===== src/rtl/rv32_mod_instruction_align_if.sv =====
// rtl/rv32_mod_instruction_align_if.sv - fetch, decode and redirect signals of the instruction aligner
interface rv32_mod_instruction_align_if;
    logic [31:0] fetch_addr;
    logic [31:0] fetch_instruction;
    logic        fetch_valid;
    logic        id_valid;
    logic        id_ready;
    logic [31:0] id_instruction;
    logic [31:0] id_pc;
    logic        id_compressed;
    logic        redirect_valid;
    logic [31:0] redirect_pc;

    modport master (
        output fetch_addr,
        input  fetch_instruction,
        input  fetch_valid,
        output id_valid,
        input  id_ready,
        output id_instruction,
        output id_pc,
        output id_compressed,
        input  redirect_valid,
        input  redirect_pc
    );

    modport slave (
        input  fetch_addr,
        output fetch_instruction,
        output fetch_valid,
        input  id_valid,
        output id_ready,
        input  id_instruction,
        input  id_pc,
        input  id_compressed,
        output redirect_valid,
        output redirect_pc
    );
endinterface


===== src/rtl/rv32_mod_instruction_align.sv =====
// rtl/rv32_mod_instruction_align.sv - splits fetch words into 16/32-bit instructions with PC generation
module rv32_mod_instruction_align #(
    parameter logic [31:0] RESET_PC = 32'h0000_0000
) (
    input  logic                               clk,
    input  logic                               reset,
    rv32_mod_instruction_align_if.master       bus
);

    localparam logic [31:0] RESET_WORD = {RESET_PC[31:2], 2'b00};
    localparam logic [31:0] RESET_HPC  = {RESET_PC[31:1], 1'b0};
    localparam logic [31:0] NOP        = 32'h0000_0013;

    logic [15:0] q_q [4];
    logic [15:0] q_d [4];
    logic [15:0] shifted [4];
    logic [2:0]  count_q, count_d;
    logic [2:0]  cnt_mid;
    logic [31:0] exp_addr_q, exp_addr_d;
    logic [31:0] req_addr_q;
    logic        skip_lo_q, skip_lo_d;
    logic [31:0] head_pc_q, head_pc_d;

    logic        id_valid_q, id_valid_d;
    logic [31:0] id_instr_q, id_instr_d;
    logic [31:0] id_pc_q, id_pc_d;
    logic        id_comp_q, id_comp_d;

    logic        consume;
    logic        take1;
    logic        take2;
    logic [1:0]  pop_n;
    logic        push;
    logic [31:0] fetch_addr;
    logic [31:0] redirect_word;
    logic [31:0] redirect_hpc;
    logic [15:0] word_lo;
    logic [15:0] word_hi;
    logic        unused_redirect_bit;

    assign unused_redirect_bit = bus.redirect_pc[0];
    assign word_lo       = bus.fetch_instruction[15:0];
    assign word_hi       = bus.fetch_instruction[31:16];
    assign redirect_word = {bus.redirect_pc[31:2], 2'b00};
    assign redirect_hpc  = {bus.redirect_pc[31:1], 1'b0};

    // Extraction decision and response acceptance, both from the pre-pop queue state.
    always_comb begin
        consume = !id_valid_q || bus.id_ready;
        take1   = (count_q != 3'd0) && (q_q[0][1:0] != 2'b11);
        take2   = (count_q >= 3'd2) && (q_q[0][1:0] == 2'b11);
        pop_n   = 2'd0;
        if (consume) begin
            if (take1) begin
                pop_n = 2'd1;
            end else if (take2) begin
                pop_n = 2'd2;
            end
        end
        // Held off during reset so the address seen by the fetch unit matches req_addr_q at release.
        push = !reset && bus.fetch_valid && (req_addr_q == exp_addr_q)
            && (count_q <= 3'd2) && !bus.redirect_valid;
        if (bus.redirect_valid) begin
            fetch_addr = redirect_word;
        end else if (push) begin
            fetch_addr = exp_addr_q + 32'd4;
        end else begin
            fetch_addr = exp_addr_q;
        end
    end

    // Queue update: pop first, then append behind what remains.
    always_comb begin
        case (pop_n)
            2'd1:    shifted = '{q_q[1], q_q[2], q_q[3], 16'h0000};
            2'd2:    shifted = '{q_q[2], q_q[3], 16'h0000, 16'h0000};
            default: shifted = q_q;
        endcase
        cnt_mid = count_q - {1'b0, pop_n};
        q_d     = shifted;
        count_d = cnt_mid;
        if (push) begin
            for (int i = 0; i < 4; i++) begin
                if (skip_lo_q && (3'(i) == cnt_mid)) begin
                    q_d[i] = word_hi;
                end else if (!skip_lo_q && (3'(i) == cnt_mid)) begin
                    q_d[i] = word_lo;
                end else if (!skip_lo_q && (3'(i) == cnt_mid + 3'd1)) begin
                    q_d[i] = word_hi;
                end
            end
            count_d = skip_lo_q ? cnt_mid + 3'd1 : cnt_mid + 3'd2;
        end
        if (bus.redirect_valid) begin
            count_d = 3'd0;
        end
    end

    // Output registers, PC tracking and redirect handling.
    always_comb begin
        id_valid_d = id_valid_q;
        id_instr_d = id_instr_q;
        id_pc_d    = id_pc_q;
        id_comp_d  = id_comp_q;
        head_pc_d  = head_pc_q;
        exp_addr_d = exp_addr_q;
        skip_lo_d  = skip_lo_q;

        if (consume) begin
            if (take1) begin
                id_valid_d = 1'b1;
                id_instr_d = {16'h0000, q_q[0]};
                id_pc_d    = head_pc_q;
                id_comp_d  = 1'b1;
                head_pc_d  = head_pc_q + 32'd2;
            end else if (take2) begin
                id_valid_d = 1'b1;
                id_instr_d = {q_q[1], q_q[0]};
                id_pc_d    = head_pc_q;
                id_comp_d  = 1'b0;
                head_pc_d  = head_pc_q + 32'd4;
            end else begin
                id_valid_d = 1'b0;
            end
        end

        if (push) begin
            exp_addr_d = exp_addr_q + 32'd4;
            skip_lo_d  = 1'b0;
        end

        if (bus.redirect_valid) begin
            id_valid_d = 1'b0;
            exp_addr_d = redirect_word;
            head_pc_d  = redirect_hpc;
            skip_lo_d  = bus.redirect_pc[1];
        end
    end

    always_ff @(posedge clk or posedge reset) begin
        if (reset) begin
            for (int i = 0; i < 4; i++) begin
                q_q[i] <= 16'h0000;
            end
            count_q    <= 3'd0;
            exp_addr_q <= RESET_WORD;
            req_addr_q <= RESET_WORD;
            skip_lo_q  <= RESET_PC[1];
            head_pc_q  <= RESET_HPC;
            id_valid_q <= 1'b0;
            id_instr_q <= NOP;
            id_pc_q    <= 32'h0000_0000;
            id_comp_q  <= 1'b0;
        end else begin
            for (int i = 0; i < 4; i++) begin
                q_q[i] <= q_d[i];
            end
            count_q    <= count_d;
            exp_addr_q <= exp_addr_d;
            req_addr_q <= fetch_addr;
            skip_lo_q  <= skip_lo_d;
            head_pc_q  <= head_pc_d;
            id_valid_q <= id_valid_d;
            id_instr_q <= id_instr_d;
            id_pc_q    <= id_pc_d;
            id_comp_q  <= id_comp_d;
        end
    end

    assign bus.fetch_addr     = fetch_addr;
    assign bus.id_valid       = id_valid_q;
    assign bus.id_instruction = id_instr_q;
    assign bus.id_pc          = id_pc_q;
    assign bus.id_compressed  = id_comp_q;

endmodule


===== src/flat_wrapper.sv =====
// flat-port wrapper written by rule: the top's interface ports become plain ports
module rv32_mod_instruction_align_flat 
#(
    parameter logic [31:0] RESET_PC = 32'h0000_0000
)
  (clk, reset, bus_fetch_addr, bus_fetch_instruction, bus_fetch_valid, bus_id_valid, bus_id_ready, bus_id_instruction, bus_id_pc, bus_id_compressed, bus_redirect_valid, bus_redirect_pc);
  rv32_mod_instruction_align_if bus_i ();
  input  logic clk;
  input  logic reset;
  output wire logic [$bits(bus_i.fetch_addr)-1:0] bus_fetch_addr;
  input wire logic [$bits(bus_i.fetch_instruction)-1:0] bus_fetch_instruction;
  input wire logic [$bits(bus_i.fetch_valid)-1:0] bus_fetch_valid;
  output wire logic [$bits(bus_i.id_valid)-1:0] bus_id_valid;
  input wire logic [$bits(bus_i.id_ready)-1:0] bus_id_ready;
  output wire logic [$bits(bus_i.id_instruction)-1:0] bus_id_instruction;
  output wire logic [$bits(bus_i.id_pc)-1:0] bus_id_pc;
  output wire logic [$bits(bus_i.id_compressed)-1:0] bus_id_compressed;
  input wire logic [$bits(bus_i.redirect_valid)-1:0] bus_redirect_valid;
  input wire logic [$bits(bus_i.redirect_pc)-1:0] bus_redirect_pc;
  assign bus_fetch_addr = bus_i.fetch_addr;
  assign bus_i.fetch_instruction = bus_fetch_instruction;
  assign bus_i.fetch_valid = bus_fetch_valid;
  assign bus_id_valid = bus_i.id_valid;
  assign bus_i.id_ready = bus_id_ready;
  assign bus_id_instruction = bus_i.id_instruction;
  assign bus_id_pc = bus_i.id_pc;
  assign bus_id_compressed = bus_i.id_compressed;
  assign bus_i.redirect_valid = bus_redirect_valid;
  assign bus_i.redirect_pc = bus_redirect_pc;
  rv32_mod_instruction_align #(.RESET_PC(RESET_PC)) u_core (.clk(clk), .reset(reset), .bus(bus_i));
endmodule

===== config.mk =====
export PLATFORM = sky130hd
export DESIGN_NAME = rv32_mod_instruction_align_flat
export DESIGN_NICKNAME = d
export VERILOG_FILES = /design/src/rtl/rv32_mod_instruction_align_if.sv /design/src/rtl/rv32_mod_instruction_align.sv /design/src/flat_wrapper.sv
export SDC_FILE = /design/constraint.sdc
export NUM_CORES = 1
export LEC_CHECK = 0
export CORE_UTILIZATION = 45
export CTS_BUF_LIST = sky130_fd_sc_hd__clkbuf_8
export DETAILED_ROUTE_END_ITERATION = 6
export PLACE_DENSITY = 0.68
export SYNTH_ARGS = -nofsm -noshare
export SYNTH_HDL_FRONTEND = slang
export SYNTH_SLANG_ARGS = --single-unit

===== constraint.sdc =====
create_clock -name clk -period 8.1 [get_ports clk]
set_input_delay 1.215 -clock clk [delete_from_list [all_inputs] [get_ports clk]]
set_output_delay 1.215 -clock clk [all_outputs]
set_load 0.005 [all_outputs]

==> results of run 1 <==
stage by stage:
stage	std cells	hold slack [ps]	util (%)	setup WS, ps
after floorplan	972	471	-	1550
after global placement	1362	468	54.3	2400
after detailed placement	1362	476	54.3	2350
after CTS	1394	500	55.9	2490
after global routing	1394	526	55.9	2280
final	1396	500	56.0	2460
layout make-up:
class                      count  area [um2]
multi-input combinational    690        4730
clock inverter                15         133
clock buffer                  17         234
antenna                        2        5.00
timing repair buffer         176        1730
fill                        1950        9580
tap                          280         350
inverter                      20        82.6
sequential                   196        4910
cells in the final DEF (no fill, tap or decap), types with 10 or more instances in the layout:
cell	Yosys	routed
dfrtp_1	193	193
clkdlybuf4s50_1	0	164
a22oi_1	89	89
nand2_1	70	70
mux2_2	67	67
a21oi_1	60	58
nor2_1	53	52
o21ai_0	42	42
o22ai_1	41	41
nand3_1	24	23
xnor2_1	23	23
xor2_1	19	19
inv_1	19	17
clkbuf_8	0	17
a22o_1	16	16
nand4_1	14	14
or3_1	14	14
nor3_1	14	14
a31oi_1	13	13
buf_4	2	12
a221oi_1	11	11
ha_1	12	11
o211ai_1	10	10
kinds of logic (layout without fill, tap and decap cells):
logic type / Yosys count / after routing
other: 1 / 3
AND/OR/NAND/NOR: 245 / 245
flip-flops: 196 / 196
adder cells (fa/ha/maj): 13 / 13
buffers and inverters: 86 / 228
XOR/XNOR: 42 / 42
AO/OA/AOI/OAI: 315 / 315
multiplexers: 74 / 74
worst min-delay path: cells and delay by family, from the launching register on:
kind / cells / cell delay (ps)
flip-flops: 1 / 360
AO/OA/AOI/OAI: 1 / 60
AND/OR/NAND/NOR: 1 / 50
power groups by stage:
stage	Clock, mW	Combinational (mW)	Sequential, mW
after global routing	0.668	2.09	1.51
after global placement	0	1.88	1.49
after floorplan	0	1.23	1.43
after detailed placement	0	1.90	1.50
after CTS	0.628	1.91	1.48
final	0.617	1.93	1.48
cell usage after synthesis, types with 12 or more instances:
library cell    n  area share [%]
a31oi_1        13            0.82
clkbuf_1       54             2.0
o22ai_1        41             2.6
xnor2_1        23             2.0
a21oi_1        60             3.0
mux2_2         67             7.6
or3_1          14            0.88
nor2_1         53             2.0
a22o_1         16             1.4
ha_1           12             1.5
a22oi_1        89             6.7
nand2_1        70             2.6
nand4_1        14            0.88
nor3_1         14            0.70
dfrtp_1       193              49
o21ai_0        42             2.1
xor2_1         19             1.7
nand3_1        24             1.2
inv_1          19            0.72
worst paths after layout:
kind / start / end / slack (ps)
setup / recovery: bus_redirect_valid / bus_fetch_addr[25] / 2460
hold / removal: u_core.bus.id_pc[24] / u_core.bus.id_pc[24] / 500
setup reg to reg: u_core.count_q[1] / u_core.q_q[59] / 3480
hold reg to reg: u_core.bus.id_pc[24] / u_core.bus.id_pc[24] / 500
max in group asynchronous: reset / u_core.q_q[58] / 5420
min in group asynchronous: reset / u_core.exp_addr_q[4] / 1360
registers in the layout (all words and copies together), names as in the netlist:
register,count
u_core.bus.id_valid,1
u_core.exp_addr_q,32
u_core.head_pc_q,31
u_core.bus.id_compressed,1
u_core.bus.id_pc,31
u_core.q_q,64
u_core.count_q,3
u_core.skip_lo_q,1
u_core.bus.id_instruction,32
metal layers:
layer	part of all wire, %	up-vias	routed length [um]	global-route usage, %
li1	-	3906	-	-
met1	44	4244	12700	37.1
met2	46	394	13200	40.3
met3	7.8	51	2260	4.76
met4	2.7	0	788	8.75
met5	0	-	0	0
==> flow_results.xml, run 1 <==
<?xml version="1.0" encoding="UTF-8"?>
<metrics>
  <group name="run_status">
    <metric name="run_status" unit="">complete, no violations</metric>
  </group>
  <group name="grt">
    <metric name="grt_util_all_layers" unit="%">26.2</metric>
    <metric name="grt_max_degree" unit="">136</metric>
    <metric name="number_of_global_route_vias_before_repair" unit="">8142</metric>
    <metric name="sum_of_overflow_across_all_layers_after_global_routing" unit="">0</metric>
    <metric name="wire_length_of_the_first_global_routing_pass" unit="um">45300</metric>
    <metric name="antenna_found_initial" unit="">1</metric>
  </group>
  <group name="drt">
    <metric name="post_detailed_routing_wire_length" unit="um">28900</metric>
    <metric name="vias" unit="">8595</metric>
    <metric name="route.detailed.wl_per_inst" unit="um">20.7</metric>
    <metric name="vias_per_cell" unit="">6.16</metric>
    <metric name="detail-route-antenna-nets" unit="">0</metric>
    <metric name="drc" unit="">0</metric>
    <metric name="detailedRoute.firstPassIterationCount" unit="">6</metric>
    <metric name="drt_first_iter_violations" unit="">713</metric>
  </group>
  <group name="sta">
    <metric name="post-route-period-util" unit="%">69.6</metric>
    <metric name="timing_worst_slew_pin_value" unit="ps">1120</metric>
    <metric name="rsz0062_at_grt" unit="">no</metric>
    <metric name="fin_tns_setup" unit="ps">0</metric>
    <metric name="clock_skew" unit="ps">17.0</metric>
    <metric name="report.final.slew_viol_count" unit="">0</metric>
    <metric name="fmax" unit="MHz">177</metric>
    <metric name="final_period_minus_worst_setup_slack" unit="ps">5640</metric>
    <metric name="worst_slew_margin_rel" unit="%">24.7</metric>
    <metric name="timing.final.hold_violations" unit="">0</metric>
    <metric name="setup_viol" unit="">0</metric>
  </group>
  <group name="clocking">
    <metric name="cts_inserted_buffers" unit="">17</metric>
    <metric name="cts.hold.buffers_added" unit="">0</metric>
    <metric name="latest_clock_arrival_within_the_worst_skew_pair" unit="ps">480</metric>
    <metric name="ctsHtreeMaxLevel" unit="">4</metric>
    <metric name="cts_tree" unit="">built</metric>
    <metric name="postCtsSetupBuffers" unit="">0</metric>
    <metric name="clockBufferDepth" unit="">2</metric>
    <metric name="path_clk_slew" unit="ps">110</metric>
    <metric name="cts_resized" unit="">0</metric>
    <metric name="clk_root_buffer_cell" unit="">clkbuf_8</metric>
    <metric name="cts_num_sinks" unit="">196</metric>
  </group>
  <group name="worst_setup_path">
    <metric name="crit_path_cell_trace" unit="">clkdlybuf4s50_1 -&gt; buf_4 -&gt; and4bb_1 -&gt; nand4_1 -&gt; or3_1 -&gt; or3_1 -&gt; a31oi_1 -&gt; clkdlybuf4s50_1</metric>
    <metric name="timing.critical_path.max_delay_family" unit="">simple AND/OR/NAND/NOR gates</metric>
    <metric name="timing.critical_path.fanout_max" unit="">22</metric>
    <metric name="slowest_stage" unit="">or3_1</metric>
    <metric name="path_class" unit="">input port to output pin</metric>
    <metric name="worst-r2r-cell-count" unit="">13</metric>
    <metric name="worst_setup_path_end_kind" unit="">output pin</metric>
    <metric name="setup.worst_path.start_class" unit="">input port</metric>
    <metric name="critical_path_required" unit="ps">6880</metric>
    <metric name="buffering_stage_count_on_the_worst_path_with_inverters_included" unit="">3</metric>
    <metric name="data_arrival_time_at_the_worst_slack_endpoint" unit="ps">4420</metric>
    <metric name="critPathMaxStageDelay" unit="ps">630</metric>
    <metric name="worst-path-stages" unit="">8</metric>
  </group>
  <group name="power">
    <metric name="comb_power_share" unit="%">47.9</metric>
    <metric name="p_leak" unit="nW">4.81</metric>
    <metric name="power_switching" unit="mW">1.72</metric>
    <metric name="vdd_drop_max" unit="V">0.000197</metric>
    <metric name="p_int" unit="mW">2.30</metric>
    <metric name="power.total" unit="mW">4.02</metric>
    <metric name="powerDensity" unit="mW/mm2">330</metric>
    <metric name="share_clk_of_total_power" unit="%">15.3</metric>
    <metric name="power.switching_fraction" unit="%">42.8</metric>
    <metric name="p_seq_share" unit="%">36.8</metric>
  </group>
  <group name="floorplan">
    <metric name="core-area" unit="mm2">0.0218</metric>
    <metric name="floorplan.die.height" unit="um">151</metric>
    <metric name="design.portCount" unit="">167</metric>
    <metric name="std_cell_rows" unit="">54</metric>
    <metric name="die_w" unit="um">151</metric>
    <metric name="fp.dieArea" unit="mm2">0.0227</metric>
    <metric name="starting_density_of_the_core" unit="%">45.7</metric>
  </group>
  <group name="synthesis">
    <metric name="synthArstFlopShare" unit="%">100</metric>
    <metric name="summed_instance_area_of_the_synthesized_netlist" unit="mm2">0.00995</metric>
    <metric name="yosysWarnings" unit="">0</metric>
    <metric name="syn_avg_cell_area" unit="um2">10.2</metric>
    <metric name="post_synth_edffs" unit="">0</metric>
    <metric name="synth-compound-area-share" unit="%">21.3</metric>
    <metric name="yosys-mux-area-fraction" unit="%">8.28</metric>
    <metric name="netlist-cell-type-count" unit="">60</metric>
    <metric name="synth_sequential_area_ratio" unit="%">49.3</metric>
    <metric name="synth_top_family_by_area" unit="">compound AO/OA/AOI/OAI gates</metric>
    <metric name="synth_fp_nets" unit="">1054</metric>
    <metric name="synth.ff_latch_count" unit="">196</metric>
    <metric name="xor_and_xnor_fraction_of_the_mapped_netlist_area" unit="%">3.70</metric>
    <metric name="post_synth_and_or_nand_nor_area_fraction" unit="%">12.3</metric>
    <metric name="post_synth_fa_ha_maj_area_fraction" unit="%">1.71</metric>
    <metric name="synthFlopType" unit="">dfrtp_1</metric>
    <metric name="synth_cells" unit="">972</metric>
  </group>
  <group name="cells_and_area">
    <metric name="drive_above_1_share" unit="%">11.3</metric>
    <metric name="final_nets" unit="">1183</metric>
    <metric name="layout.cell_area.non_filler" unit="mm2">0.0122</metric>
    <metric name="syn_to_final_growth" unit="%">22.3</metric>
  </group>
  <group name="place">
    <metric name="portBuffers" unit="">164</metric>
    <metric name="place.detailed.hpwl" unit="um">19300</metric>
    <metric name="place.gp.congestion" unit="">0.910</metric>
    <metric name="placed_cell_area" unit="mm2">0.0118</metric>
  </group>
  <group name="hold_path">
    <metric name="whs_path_depth" unit="">2</metric>
    <metric name="hold_class" unit="">flop to flop</metric>
  </group>
  <group name="job">
    <metric name="drv.max_cap_violation_count" unit="">0</metric>
  </group>
</metrics>
(Power assumes the default switching activity.)
==> inputs of run 2 (changes only) <==
Clock period 8.1 ns to 5.6 ns, I/O delays scaled along.
==> run 2 against run 1 <==
Net effect: utilization rose by 0.53 points; clock skew grew 5.0 ps; first-iteration DRC count is 7.6% higher; die area stayed put; critical endpoint is now u_core.q_q[7]; largest cell class unchanged; highest routed layer unchanged.
==> flow_results.xml, run 2 (synthesis gave the netlist of run 1 again) <==
<?xml version="1.0" encoding="UTF-8"?>
<metrics>
  <group name="place">
    <metric name="place.gp.congestion" unit="">0.871</metric>
    <metric name="place.detailed.hpwl" unit="um">20000</metric>
    <metric name="portBuffers" unit="">164</metric>
    <metric name="placed_cell_area" unit="mm2">0.0119</metric>
    <metric name="pre_cts_ws" unit="ps">677</metric>
    <metric name="placed_cells" unit="">1374</metric>
  </group>
  <group name="cells_and_area">
    <metric name="final_nets" unit="">1195</metric>
    <metric name="commonest_cells_after_routing_fill_and_taps_aside" unit="">193 x dfrtp_1, 164 x clkdlybuf4s50_1, 89 x a22oi_1</metric>
    <metric name="final_common_cell" unit="">dfrtp_1</metric>
    <metric name="regMostFlops" unit="">u_core.q_q</metric>
    <metric name="syn_to_final_growth" unit="%">23.5</metric>
    <metric name="final_util" unit="%">56.5</metric>
    <metric name="drive_above_1_share" unit="%">12.1</metric>
    <metric name="layout.cell_area.non_filler" unit="mm2">0.0123</metric>
    <metric name="finalNonFillerCells" unit="">1406</metric>
    <metric name="antenna_cells" unit="">0</metric>
    <metric name="largest_register_ff_count" unit="">64</metric>
  </group>
  <group name="grt">
    <metric name="wire_length_of_the_first_global_routing_pass" unit="um">45300</metric>
    <metric name="number_of_global_route_vias_before_repair" unit="">8179</metric>
    <metric name="met1_usage" unit="%">35.6</metric>
    <metric name="gr-usage-met2" unit="%">41.2</metric>
    <metric name="antenna_found_initial" unit="">1</metric>
    <metric name="globalRoute.busiestLayer" unit="">met2</metric>
    <metric name="use_met3" unit="%">5.39</metric>
    <metric name="grt_util_all_layers" unit="%">26.2</metric>
    <metric name="grt_max_degree" unit="">153</metric>
    <metric name="sum_of_overflow_across_all_layers_after_global_routing" unit="">0</metric>
  </group>
  <group name="worst_setup_path">
    <metric name="data_arrival_time_at_the_worst_slack_endpoint" unit="ps">4920</metric>
    <metric name="path_class" unit="">input port to flop</metric>
    <metric name="setup.worst_path.start_class" unit="">input port</metric>
    <metric name="worst_setup_path_end_kind" unit="">flop</metric>
    <metric name="timing.critical_path.fanout_max" unit="">14</metric>
    <metric name="critical_path_required" unit="ps">5990</metric>
  </group>
  <group name="power">
    <metric name="p_leak" unit="nW">4.86</metric>
    <metric name="power.total" unit="mW">5.90</metric>
    <metric name="powerDensity" unit="mW/mm2">480</metric>
    <metric name="vdd_drop_max" unit="V">0.000305</metric>
  </group>
  <group name="drt">
    <metric name="detail-route-antenna-nets" unit="">0</metric>
    <metric name="detailedRoute.firstPassIterationCount" unit="">5</metric>
    <metric name="vias_per_cell" unit="">6.11</metric>
    <metric name="drc" unit="">0</metric>
    <metric name="drt_first_iter_violations" unit="">767</metric>
    <metric name="post_detailed_routing_wire_length" unit="um">29400</metric>
    <metric name="vias" unit="">8590</metric>
    <metric name="route.detailed.wl_per_inst" unit="um">20.9</metric>
  </group>
  <group name="job">
    <metric name="drv.max_cap_violation_count" unit="">0</metric>
  </group>
  <group name="floorplan">
    <metric name="floorplan.die.height" unit="um">151</metric>
    <metric name="std_cell_rows" unit="">54</metric>
    <metric name="die_w" unit="um">151</metric>
    <metric name="fp.dieArea" unit="mm2">0.0227</metric>
    <metric name="starting_density_of_the_core" unit="%">45.7</metric>
    <metric name="design.portCount" unit="">167</metric>
    <metric name="core-area" unit="mm2">0.0218</metric>
  </group>
  <group name="sta">
    <metric name="post-route-period-util" unit="%">80.9</metric>
    <metric name="timing_worst_slew_pin_value" unit="ps">916</metric>
    <metric name="report.final.slew_viol_count" unit="">0</metric>
    <metric name="clock_skew" unit="ps">22.0</metric>
    <metric name="fmax" unit="MHz">221</metric>
    <metric name="setup_slack" unit="ps">1070</metric>
    <metric name="setup_viol" unit="">0</metric>
    <metric name="fin_tns_setup" unit="ps">0</metric>
    <metric name="worst_hold_check_slack" unit="ps">491</metric>
    <metric name="rsz0062_at_grt" unit="">no</metric>
    <metric name="final_period_minus_worst_setup_slack" unit="ps">4530</metric>
    <metric name="worst_slew_margin_rel" unit="%">38.7</metric>
    <metric name="timing.final.hold_violations" unit="">0</metric>
  </group>
  <group name="clocking">
    <metric name="clk_root_buffer_cell" unit="">clkbuf_8</metric>
    <metric name="postCtsSetupBuffers" unit="">0</metric>
    <metric name="cts.hold.buffers_added" unit="">0</metric>
    <metric name="cts_tree" unit="">built</metric>
    <metric name="cts_inserted_buffers" unit="">17</metric>
    <metric name="path_clk_slew" unit="ps">110</metric>
    <metric name="latest_clock_arrival_within_the_worst_skew_pair" unit="ps">480</metric>
    <metric name="clockBufferDepth" unit="">2</metric>
    <metric name="ctsHtreeMaxLevel" unit="">4</metric>
    <metric name="cts_num_sinks" unit="">196</metric>
    <metric name="cts_resized" unit="">0</metric>
  </group>
  <group name="run_status">
    <metric name="run_status" unit="">complete, no violations</metric>
  </group>
  <group name="hold_path">
    <metric name="hold_class" unit="">flop to flop</metric>
  </group>
</metrics>
==> run 2: cell types whose count changed in the layout (fill, tap and decap cells not counted) <==
| cell | before | now |
|---|---|---|
| buf_4 | 12 | 22 |
| clkinvlp_4 | 1 | 5 |
| inv_6 | 6 | 3 |
| a21oi_1 | 58 | 60 |
| a21oi_2 | 3 | 1 |
| buf_12 | 0 | 2 |
| clkinv_2 | 2 | 0 |
| diode_2 | 2 | 0 |
| clkbuf_8 | 17 | 18 |
| clkinv_8 | 0 | 1 |
| inv_8 | 5 | 4 |
==> run 2: final timing paths <==
check,depth (start not counted),slack (ps),startpoint,endpoint
worst max register to register,15,1220,u_core.count_q[1],u_core.q_q[7]
worst max-delay path,16,1070,bus_id_ready,u_core.q_q[7]
max in group asynchronous,3,3960,reset,u_core.bus.id_instruction[7]
worst min register to register,2,490,u_core.bus.id_pc[15],u_core.bus.id_pc[15]
worst min-delay path,2,490,u_core.bus.id_pc[15],u_core.bus.id_pc[15]
min in group asynchronous,3,980,reset,u_core.exp_addr_q[12]
==> run 2: worst max-delay path: stages <==
cell	delay [ps]
clkdlybuf4s50_1	450
nand2b_1	150
nand3_2	210
inv_1	290
ha_1	200
inv_1	50
fa_1	370
xnor2_1	360
clkinv_1	320
ha_1	400
nor2b_1	350
nand2_1	190
o21ai_0	190
buf_4	260
a22oi_1	90
o21ai_0	180
==> run 2: routing by layer <==
| layer | wire length, um | up-vias |
|---|---|---|
| met5 | 0 | - |
| met4 | 868 | 0 |
| met3 | 2280 | 42 |
| met2 | 13500 | 376 |
| met1 | 12800 | 4250 |
| li1 | - | 3922 |
==> run 2: area by class of cell <==
class / count / area [um2]
clock buffer: 18 / 248
tap: 280 / 350
fill: 1949 / 9470
sequential: 196 / 4910
multi-input combinational: 690 / 4720
clock inverter: 14 / 135
timing repair buffer: 188 / 1850
inverter: 20 / 78.8
==> run 2: power breakdown <==
part           total, mW  switching, mW  internal, mW
combinational       2.84           1.59          1.24
sequential          2.15          0.347          1.80
clock              0.909          0.569         0.340
